File: src/rtl/sta_result_reader.sv
// sta_result_reader: captures the STA result bus every SAMPLE_DIV cycles into a
// small FIFO, drains each word MSB-first over a bit-serial valid/ready link and
// keeps a rotate-XOR signature of every accepted capture.
module sta_result_reader #(
  parameter int DATA_W     = 32,
  parameter int DEPTH      = 4,
  parameter int SAMPLE_DIV = 8
) (
  input  logic                     clk,
  input  logic                     reset_n,
  input  logic [DATA_W-1:0]        din,
  input  logic                     cap_en,
  input  logic                     ser_ready,
  output logic                     ser_valid,
  output logic                     ser_data,
  output logic                     ser_sof,
  output logic [$clog2(DEPTH):0]   fifo_level,
  output logic                     overflow,
  output logic [DATA_W-1:0]        signature
);

  localparam int AW = $clog2(DEPTH);
  localparam int SW = (SAMPLE_DIV > 1) ? $clog2(SAMPLE_DIV) : 1;
  localparam int BW = $clog2(DATA_W);

  typedef enum logic {IDLE, SHIFT} state_t;

  logic [DATA_W-1:0] r_mem [DEPTH];
  logic [AW-1:0]     r_wptr;
  logic [AW-1:0]     r_rptr;
  logic [AW:0]       r_level;
  logic [SW-1:0]     r_scnt;
  logic              r_ovf;
  logic [DATA_W-1:0] r_sig;

  state_t            r_state;
  logic [DATA_W-1:0] r_shreg;
  logic [BW-1:0]     r_bitcnt;
  logic              r_valid;
  logic              r_data;
  logic              r_sof;

  logic              w_strobe;
  logic              w_full;
  logic              w_empty;
  logic              w_last;
  logic              w_pop;
  logic              w_push;
  logic [DATA_W-1:0] w_head;

  // A pop happens when the serializer wants a new word: from IDLE, or as the
  // final bit of the current word transfers (back-to-back words, no bubble).
  // A push into a full FIFO is still accepted if a pop frees a slot this edge.
  assign w_strobe = cap_en && (r_scnt == SW'(SAMPLE_DIV - 1));
  assign w_full   = (r_level == (AW+1)'(DEPTH));
  assign w_empty  = (r_level == '0);
  assign w_last   = (r_state == SHIFT) && ser_ready && (r_bitcnt == '0);
  assign w_pop    = !w_empty && ((r_state == IDLE) || w_last);
  assign w_push   = w_strobe && (!w_full || w_pop);
  assign w_head   = r_mem[r_rptr];

  // Sample counter: runs 0..SAMPLE_DIV-1 while capture is enabled
  always_ff @(posedge clk) begin
    if (!reset_n || !cap_en || (r_scnt == SW'(SAMPLE_DIV - 1)))
      r_scnt <= '0;
    else
      r_scnt <= r_scnt + SW'(1);
  end

  // FIFO storage write port (storage itself is not reset; pointers are)
  always_ff @(posedge clk) begin
    if (reset_n && w_push)
      r_mem[r_wptr] <= din;
  end

  // FIFO pointers, level, sticky overflow and signature of accepted captures
  always_ff @(posedge clk) begin
    if (!reset_n) begin
      r_wptr  <= '0;
      r_rptr  <= '0;
      r_level <= '0;
      r_ovf   <= 1'b0;
      r_sig   <= '0;
    end else begin
      if (w_push) begin
        r_wptr <= r_wptr + AW'(1);
        r_sig  <= {r_sig[DATA_W-2:0], r_sig[DATA_W-1]} ^ din;
      end else if (w_strobe) begin
        r_ovf <= 1'b1;
      end
      if (w_pop)
        r_rptr <= r_rptr + AW'(1);
      case ({w_push, w_pop})
        2'b10:   r_level <= r_level + (AW+1)'(1);
        2'b01:   r_level <= r_level - (AW+1)'(1);
        default: r_level <= r_level;
      endcase
    end
  end

  // Serializer FSM with registered link outputs
  always_ff @(posedge clk) begin
    if (!reset_n) begin
      r_state  <= IDLE;
      r_shreg  <= '0;
      r_bitcnt <= '0;
      r_valid  <= 1'b0;
      r_data   <= 1'b0;
      r_sof    <= 1'b0;
    end else begin
      case (r_state)
        IDLE: begin
          if (w_pop) begin
            r_state  <= SHIFT;
            r_shreg  <= w_head;
            r_bitcnt <= BW'(DATA_W - 1);
            r_valid  <= 1'b1;
            r_data   <= w_head[DATA_W-1];
            r_sof    <= 1'b1;
          end
        end
        SHIFT: begin
          if (ser_ready) begin
            if (r_bitcnt == '0) begin
              if (w_pop) begin
                r_shreg  <= w_head;
                r_bitcnt <= BW'(DATA_W - 1);
                r_data   <= w_head[DATA_W-1];
                r_sof    <= 1'b1;
              end else begin
                r_state <= IDLE;
                r_valid <= 1'b0;
                r_data  <= 1'b0;
                r_sof   <= 1'b0;
              end
            end else begin
              r_shreg  <= {r_shreg[DATA_W-2:0], 1'b0};
              r_bitcnt <= r_bitcnt - BW'(1);
              r_data   <= r_shreg[DATA_W-2];
              r_sof    <= 1'b0;
            end
          end
        end
        default: r_state <= IDLE;
      endcase
    end
  end

  assign ser_valid  = r_valid;
  assign ser_data   = r_data;
  assign ser_sof    = r_sof;
  assign fifo_level = r_level;
  assign overflow   = r_ovf;
  assign signature  = r_sig;

endmodule
File: config.mk
export PLATFORM = sky130hd
export DESIGN_NAME = sta_result_reader
export DESIGN_NICKNAME = d
export VERILOG_FILES = /design/src/rtl/sta_result_reader.sv
export SDC_FILE = /design/constraint.sdc
export NUM_CORES = 1
export LEC_CHECK = 0
export ABC_CLOCK_PERIOD_IN_PS = 3100
export BUFFER_PORTS_ARGS = -buffer_cell sky130_fd_sc_hd__buf_2
export CAP_MARGIN = 15
export CORE_MARGIN = 3
export CORE_UTILIZATION = 23
export CTS_BUF_LIST = sky130_fd_sc_hd__clkbuf_8
export DETAILED_ROUTE_END_ITERATION = 10
export PLACE_DENSITY = 0.35
export SYNTH_ARGS = -nofsm -noshare
export SYNTH_HDL_FRONTEND = slang
export SYNTH_SLANG_ARGS = --single-unit
File: constraint.sdc
create_clock -name clk -period 3.1 [get_ports clk]
set_input_delay 0.62 -clock clk [delete_from_list [all_inputs] [get_ports clk]]
set_output_delay 0.62 -clock clk [all_outputs]
set_load 0.01 [all_outputs]
==> reports/qor.yml <==
dpl.hpwl_mm: 14.16
die_w_um: 199.8
critPathRequiredTime_ns: 3.51
reg2reg_depth: 9
htreeDepth: 2
r2r_slack_ns: 0.54
firstDrtPassIters: 4
critical_path.startpoint: "r_bitcnt[0]"
diodes: 0
crit_path_max_fanout: 6
start_util_pct: 23.48
worstMarginPinSlew_ns: 0.9448
synth_ff_type: "edfxtp_1"
grt_max_degree: 39
multiInputGateArea_sq_um: 2841
finalMaxSlewViolations: 0
synth-seq-cells: 213
leakage_nw: 3.490
placed_area_sq_um: 9618
cp-start-kind: "register"
criticalPathCategory: "register to register"
num_io_pins: 75
drtIter0Drc: 234
status: "finished clean"
hold_violations: 0
clock_latency_ns: 0.53
finalCriticalPeriod_ns: 2.558
area_growth_pct: 21.08
gp_congestion: 0.7161
setup_tns_ns: 0
cts_tree: "built"
avgRoutedWirePerCell_um: 19.16
vias_per_cell: 4.599
synth.area.top_cells: "edfxtp_1 (45%), dfxtp_1 (20%), mux4_2 (8.3%), xnor2_1 (3.4%), mux2i_1 (3.0%)"
setup_ws_ns: 0.5416
timing.rr.start: "r_bitcnt[0]"
end_kind: "register"
grt_use_total_pct: 11.54
clock_skew_ns: 0.01508
holdBufCountCts: 0
ctsLongestPathBuffers: 3
synth_area_sq_um: 8636
hp-class: "input port to register"
grt_pass1_wl_mm: 34.87
fp.dieH_um: 199.8
dieArea_sq_um: 39910
cts.clk_slew.worst_paths_ns: 0.06
core_area_sq_um: 36790
p_per_area_nw_per_um2: 780.0
clock-sinks: 213
fin_crit_sh_pct: 82.53
dp_slack_ns: 0.5688
ant_nets: 0
synth_most_common_cell: "edfxtp_1"
yosysTopAreaCell: "edfxtp_1"
yosysSeqAreaShare_pct: 64.21
synthDistinctLibCells: 52
antenna_found_initial: 0
grt_setup_unrepaired: "no"
synthesis.nets: 633
relSlewSlack_pct: 36.67
cts_resized: 0
netlist_instances: 588
first_global_vias: 5724
cts_buffers: 42
layout-drive-gt1-share_pct: 28.75
finalWirelength_mm: 22.77
final_cell_area_sq_um: 10460
setup_viol: 0
ir_worst_vdd_mv: 0.2445
vias: 5464
portBuffers: 74
async_flop_share_pct: 0
num-fill-cells: 3788
register_area_sq_um: 5547
rows: 70
drc_errors: 0
maxCapViolations: 0
synth_common_cells: "edfxtp_1 (128), dfxtp_1 (85), a21oi_1 (49)"
cp.arrival_ns: 2.97
yosysWarningCount: 0
max_freq_ghz: 0.3909
nNetsFinal: 733
grt.overflow.total: 0
postCtsSetupRepairBufs: 0
finalCoreUtilization_pct: 28.43
yosysTopAreaCellShare_pct: 44.51
reg2reg_to: "fifo_level[2]"
root_buffer: "clkbuf_8"
synth_edf_count: 128
cp-endpoint: "fifo_level[2]"
syn_avg_cell_area_sq_um: 14.69
[worst min path at each step]
stage / cells after the start / slack, ns / to / start
after detailed placement: 1 / 0.44 / r_scnt[0] / r_scnt[0]
after global routing: 1 / 0.30 / r_mem[3][25] / din[25]
after global placement: 1 / 0.41 / r_scnt[0] / r_scnt[0]
after CTS: 1 / 0.29 / r_mem[2][7] / din[7]
after floorplan: 1 / 0.41 / r_scnt[0] / r_scnt[0]
final: 1 / 0.33 / r_mem[0][25] / din[25]
[kinds of logic after synthesis]
| family | share of synthesized area, % |
|---|---|
| AO/OA/AOI/OAI | 12.91 |
| adder cells (fa/ha/maj) | 1.391 |
| buffers and inverters | 3.289 |
| XOR/XNOR | 3.448 |
| multiplexers | 11.36 |
| flip-flops | 64.21 |
| AND/OR/NAND/NOR | 3.391 |
[where the power goes]
part / internal, mW / total, mW / switching [mW] / leakage [nW]
clock: 1.57 / 2.79 / 1.22 / 0.478
sequential: 3.26 / 3.51 / 0.251 / 1.84
combinational: 0.842 / 1.85 / 1.01 / 1.17
total: 5.68 / 8.16 / 2.48 / 3.49
[stage by stage]
| step | hold WS [ns] | power, mW | std cells |
|---|---|---|---|
| floorplan | 0.4069 | 4.932 | 588 |
| global placement | 0.4127 | 5.411 | 1112 |
| detailed placement | 0.4432 | 5.448 | 1112 |
| CTS | 0.2884 | 8.309 | 1188 |
| global route | 0.2955 | 8.627 | 1188 |
| finish | 0.3310 | 8.156 | 1188 |
[area by class of cell]
cell class	instances	area share, %
clock inverters	25	1.304
inverters	9	0.3231
flip-flops and latches	213	53.05
well taps	468	5.600
repair buffers	101	5.839
multi-input cells	321	27.17
clock buffers	51	6.713
[state kept, by name, summed over array words and instances (netlist names), named ones only]
register and flops:
r_mem 128, signature 32, r_shreg 31, r_bitcnt 5, fifo_level 3, r_scnt 3, r_rptr 2, r_wptr 2
overflow 1, r_state 1, ser_data 1, ser_sof 1, ser_valid 1
[worst max-delay path: stages (launching register included)]
cell	delay [ns]
dfxtp_1	0.31
inv_1	0.11
ha_1	0.21
or4b_1	0.54
a2111oi_4	0.55
fa_1	0.30
nand3_1	0.11
nor2_1	0.11
a221o_1	0.14
nand3_1	0.07
[per-layer routing]
metal | vias to the layer above | global-route usage, % | wire (um) | part of all wire, %
met5 | - | 0 | 0 | 0
met4 | 0 | 3.774 | 586 | 2.6
met3 | 50 | 2.501 | 944 | 4.1
met2 | 135 | 19.73 | 11220 | 49
met1 | 2750 | 14.64 | 10010 | 44
li1 | 2529 | - | - | -
[cell usage in the layout (no fill, tap or decap), drive strengths merged, types with 2 or more instances in the layout]
cell type    n
nand3        5
nor3         6
and4b        2
xnor2       34
inv         19
o21ai       11
o32ai        2
ha           8
nand2       13
o21a         4
buf        101
o211ai       2
nor4b        2
clkinv      13
nor2         9
mux2i       26
edfxtp     128
dfxtp       85
and2         2
a22oi       32
mux4        32
a31oi        2
and3         5
clkbuf      51
a211oi      34
a2111oi      2
a21oi       49
o22ai       24
Power figures use the tool's default switching activity.
